--- src/rtl/word_assembly_arb.sv ---
// word_assembly_arb: two-channel header-arbitrated byte-to-word assembler with 0xBEEF trailer check.
// Optional WORD_ASSEMBLY_ERR_CNT_EN adds a saturating drop_cnt output.
module word_assembly_arb #(
    parameter int TIMEOUT = 16
) (
    input  logic        div_8_clk,
    input  logic        rst,
    input  logic [7:0]  ch0_data,
    input  logic        ch0_valid,
    output logic        ch0_ready,
    input  logic [7:0]  ch1_data,
    input  logic        ch1_valid,
    output logic        ch1_ready,
    output logic [31:0] word_out,
    output logic        word_valid,
    input  logic        word_ready,
    output logic        word_src,
    output logic        busy
`ifdef WORD_ASSEMBLY_ERR_CNT_EN
    ,
    output logic [7:0]  drop_cnt
`endif
);
    typedef enum logic {IDLE, COLLECT} state_t;
    localparam logic [7:0] TO = 8'(TIMEOUT);

    state_t      state_q, state_d;
    logic        grant_q, grant_d, last_q, last_d;
    logic [1:0]  cnt_q, cnt_d;
    logic [23:0] asm_q, asm_d;
    logic [7:0]  idle_q, idle_d;
    logic [31:0] word_q, word_d;
    logic        wvalid_q, wvalid_d, src_q, src_d;
    logic        h0, h1, tie, win, sel_v, last, rdy, acc, load, drop;
    logic [7:0]  sel_d;
    logic [31:0] full;

    always_comb begin
        state_d = state_q;
        grant_d = grant_q;
        last_d  = last_q;
        cnt_d   = cnt_q;
        asm_d   = asm_q;
        idle_d  = idle_q;
        load    = 1'b0;
        drop    = 1'b0;
        h0      = ch0_valid && ch0_data[7:4] == 4'hA;
        h1      = ch1_valid && ch1_data[7:4] == 4'hA;
        tie     = h0 && h1;
        win     = tie ? ~last_q : h1;
        sel_v   = grant_q ? ch1_valid : ch0_valid;
        sel_d   = grant_q ? ch1_data : ch0_data;
        last    = cnt_q == 2'd3;
        rdy     = !last || !wvalid_q || word_ready;
        acc     = sel_v && rdy;
        full    = {asm_q, sel_d};
        ch0_ready = 1'b1;
        ch1_ready = 1'b1;
        if (state_q == IDLE) begin
            // Tie loser is held off so its header survives to the next frame.
            ch0_ready = !(tie && win);
            ch1_ready = !(tie && !win);
            if (h0 || h1) begin
                state_d = COLLECT;
                grant_d = win;
                last_d  = win;
                asm_d   = {16'h0, win ? ch1_data : ch0_data};
                cnt_d   = 2'd1;
                idle_d  = 8'd0;
            end
        end else begin
            ch0_ready = !grant_q && rdy;
            ch1_ready = grant_q && rdy;
            if (acc) begin
                idle_d = 8'd0;
                asm_d  = full[23:0];
                cnt_d  = cnt_q + 2'd1;
                if (last) begin
                    state_d = IDLE;
                    load    = full[15:0] == 16'hBEEF;
                    drop    = !load;
                end
            end else if (rdy) begin
                // Output-full stalls do not count toward the idle timeout.
                idle_d = idle_q + 8'd1;
                if (idle_d == TO) begin
                    state_d = IDLE;
                    cnt_d   = 2'd0;
                    idle_d  = 8'd0;
                    drop    = 1'b1;
                end
            end
        end
        wvalid_d = load || (wvalid_q && !word_ready);
        word_d   = load ? full : word_q;
        src_d    = load ? grant_q : src_q;
    end

    always_ff @(posedge div_8_clk) begin
        if (rst) begin
            state_q  <= IDLE;
            grant_q  <= 1'b0;
            last_q   <= 1'b1;
            cnt_q    <= 2'd0;
            asm_q    <= 24'h0;
            idle_q   <= 8'd0;
            word_q   <= 32'h0;
            wvalid_q <= 1'b0;
            src_q    <= 1'b0;
        end else begin
            state_q  <= state_d;
            grant_q  <= grant_d;
            last_q   <= last_d;
            cnt_q    <= cnt_d;
            asm_q    <= asm_d;
            idle_q   <= idle_d;
            word_q   <= word_d;
            wvalid_q <= wvalid_d;
            src_q    <= src_d;
        end
    end

`ifdef WORD_ASSEMBLY_ERR_CNT_EN
    logic [7:0] drop_q;
    always_ff @(posedge div_8_clk) begin
        if (rst) drop_q <= 8'd0;
        else if (drop && drop_q != 8'hFF) drop_q <= drop_q + 8'd1;
    end
    assign drop_cnt = drop_q;
`endif

    assign word_out   = word_q;
    assign word_valid = wvalid_q;
    assign word_src   = src_q;
    assign busy       = state_q == COLLECT;
endmodule

--- config.mk ---
export PLATFORM = sky130hd
export DESIGN_NAME = word_assembly_arb
export DESIGN_NICKNAME = d
export VERILOG_FILES = /design/src/rtl/word_assembly_arb.sv
export SDC_FILE = /design/constraint.sdc
export NUM_CORES = 1
export LEC_CHECK = 0
export CORE_MARGIN = 4
export CORE_UTILIZATION = 57
export CTS_BUF_LIST = sky130_fd_sc_hd__clkbuf_2
export CTS_CLUSTER_SIZE = 28
export DETAILED_ROUTE_END_ITERATION = 8
export HOLD_SLACK_MARGIN = 0.1
export PLACE_DENSITY = 0.87
export RECOVER_POWER = 25
export SLEW_MARGIN = 20
export SYNTH_ARGS = -nofsm -noshare
export SYNTH_HDL_FRONTEND = slang
export SYNTH_SLANG_ARGS = --single-unit
--- constraint.sdc ---
create_clock -name div_8_clk -period 5.4 [get_ports div_8_clk]
set_clock_uncertainty 0.1 [all_clocks]
set_input_delay 1.35 -clock div_8_clk [delete_from_list [all_inputs] [get_ports div_8_clk]]
set_output_delay 1.35 -clock div_8_clk [all_outputs]
set_load 0.01 [all_outputs]
==> impl_results.md <==
- Critical Setup Path Class: in -> out
- Worst vdd ir: 0.229 mV
- Vias post-DR: 2,538
- Fin crit share: 85.4%
- WL final: 6.73 mm
- Reg2Reg Depth: 6
- Area Overhead vs Synth: 22.8%
- Final setup violation count: 0
- First-pass GRT wire length: 11.3 mm
- HPWL Detailed: 4.64 mm
- Clock Sinks: 71
- Area of the multi-input gates: 1380 um^2
- Routed len/inst: 15.1 um
- Cells along the critical path: dlygate4sd3_1 -> nand4b_1 -> nor2_1 -> nand2_1 -> o31a_1 -> clkdlybuf4s50_1
- Initial core utilization: 60.7%
- Period minus WS final: 4.61 ns
- Asr flop ratio synth: 0%
- Final Core Density: 74.5%
- Xor-xnor portion of the synthesized cell area: 0%
- # rows: 25
- H-tree depth: 3
- Reg2Reg Launch Point: cnt_q[0]
- TritonCTS clock tree: yes
- Setup crit start kind: input pin
- Worst slack at placement: 0.850 ns
- CP bufs+invs: 2
- Min-Delay Path Depth: 2
- Drt drc: 0
- RSZ-0062 raised after global routing: false
- Fill count: 387
- Storage element area: 1420 um^2
- Largest family of logic cells by synthesized area: simple AND/OR/NAND/NOR gates
- Slew @ Worst Pin: 0.773 ns
- Gate Count Post-Synth: 324
- Initial antenna violation count: 0
- Max Slew Vio Count: 0
- WP data required: 3.95 ns
- Diode count: 0
- Max FO, Critical Path: 4
- Post-synth EDFFs: 0
- Share of layout cells above drive strength 1: 6.84%
- Adder-Cell Fraction of Synth Area: 1.27%
- Yosys reg bits: 71
- Final worst slack: 0.788 ns
- Largest net degree at the start of global routing: 72
- DP Cell Count: 432
- Hold Path End: word_out[2]
- Worst R2R End: asm_q[6]
- Final Hold Vio Count: 0
- DIE HEIGHT: 80.1 um
- Sequential share of the synthesized area: 48.0%
- Placeable Area: 4880 um^2
- Status: complete, no violations
- Die footprint: 6410 um^2
- Vias per inst: 5.68
- Simple-Gate Fraction of Synth Area: 20.7%
- Power Total: 0.897 mW
- Non-Filler Instances: 447
- Mapped Area: 2960 um^2
- Cts repair resizes: 0
- Post-Syn Nets: 348
- Vias in the first global route: 2,459
- Multiplexer area fraction after synthesis: 8.20%
- Clock Latency Late Sink: 0.48 ns
- Drt pass-1 iters: 4
- Final ANT Viol Nets: 0
- GP Congestion: 0.916
- # hold bufs at CTS: 0
- Crit-path leading delay family: buffers and inverters
- Crit path max-delay cell type: dlygate4sd3_1
- Fin nets: 400
- Clk buf depth: 2
- CP Capture Type: primary output
- Chip Width: 80.1 um
- CTS Buf Count: 9
- Ys Warns: 0
- Main flop type after synthesis: dfxtp_1
- Total track usage: 22.6%
- Hold Crit Class: reg -> reg
- DRT iter0 DRCs: 180
- Post-synthesis compound-gate area fraction: 16.5%
- Max Clk Rate: 0.217 GHz
- Netlist cell types: 45
- Leakage: 1.50 nW
- Port Buffer Count: 57
- Setup TNS: 0 ns
- Hold path startpoint: word_out[2]
- FF-to-FF setup slack: 2.66 ns
- Avg Cell Area, Syn: 9.14 um^2
- Power density cells: 247 nW/um^2
- Clock transition at path regs: 0.16 ns
- Max-cap violation count: 0
- Root Driver: clkbuf_2
- Setup bufs post-CTS: 0
- IO Count: 58
- Total grt overflow: 0
- Slew headroom: 48.3%
- Peak per-stage delay on the critical path: 0.59 ns
- Worst path arrival time: 3.16 ns
-- cell families after synthesis --
family / Yosys count
DFF: 71
and+or+nand+nor: 119
adders and majority gates: 3
buffers and inverters: 34
AOI/OAI and AO/OA: 74
muxes: 23
-- Yosys cell counts, drive strengths merged (5+ instances only) --
master / count / area (um^2)
nor3: 8 / 51.3
buf: 7 / 52.5
a211oi: 5 / 37.5
clkbuf: 11 / 41.3
a22oi: 16 / 120
nand3: 9 / 50.1
inv: 15 / 56.3
nand2: 20 / 75.1
a21oi: 27 / 146
o21ai: 10 / 50.1
mux2i: 23 / 243
dfxtp: 71 / 1420
nor2: 55 / 209
-- metal layers --
metal | part of all wire, % | wire (um) | track usage, %
met1 | 44 | 2950 | 27.3
met4 | 1.9 | 127 | 11.5
met2 | 49 | 3270 | 35.8
met3 | 5.6 | 375 | 7.17
met5 | 0 | 0 | 0
-- worst max-delay path by stage --
stage / cells past startpoint / to / startpoint
6_report: 6 / ch0_ready / ch1_data[4]
5_1_grt: 6 / ch0_ready / ch1_data[4]
4_1_cts: 5 / ch0_ready / ch0_data[4]
3_5_place_dp: 5 / ch0_ready / ch0_data[4]
3_3_place_gp: 5 / ch0_ready / ch0_data[4]
2_1_floorplan: 4 / ch0_ready / ch0_data[5]
-- power breakdown --
group / switching, mW / internal [mW]
combinational: 0.0442 / 0.0303
clock: 0.178 / 0.103
sequential: 0.00950 / 0.533
total: 0.232 / 0.665
-- layout make-up --
| cell class | instances | area share, % |
|---|---|---|
| Inverter | 16 | 1.79 |
| Timing Repair Buffer | 59 | 16.0 |
| Clock buffer | 9 | 1.24 |
| Clock inverter | 6 | 1.72 |
| Tap cell | 67 | 2.30 |
| Sequential cell | 71 | 39.1 |
| Multi-Input combinational cell | 219 | 37.9 |
-- registers in the layout, summed over array words and instances (netlist names) --
signal	cells
asm_q	24
busy	1
cnt_q	2
grant_q	1
idle_q	8
last_q	1
word_out	32
word_src	1
word_valid	1
-- worst reg2reg max path: cells and delay by family (launching register included) --
family	cells	cell delay (ns)
flops	1	0.38
simple gates	3	0.95
fa+ha+maj	1	0.25
compound gates	2	0.95
-- per-stage QoR --
stage	area [um^2]	hold WS [ns]
after floorplan	2960	0.344
after global routing	3640	0.375
after detailed placement	3530	0.339
final	3640	0.355
after CTS	3640	0.360
after global placement	3530	0.332
-- placed cells by master, fill, tap and decap left out, types with 4 or more instances in the layout --
master           netlist  routed
dfxtp_1               71      71
nor2_1                54      55
clkdlybuf4s50_1        0      37
a21oi_1               26      26
mux2i_1               22      22
nand2_1               20      20
dlygate4sd3_1          0      19
a22oi_1               16      16
inv_1                 15      15
o21ai_0               10      10
clkbuf_2               0       9
nand3_1                8       8
nor3_1                 7       7
a211oi_1               5       5
and3b_1                4       4
nand4b_1               4       4
and3_1                 4       4
(Power assumes the default switching activity.)
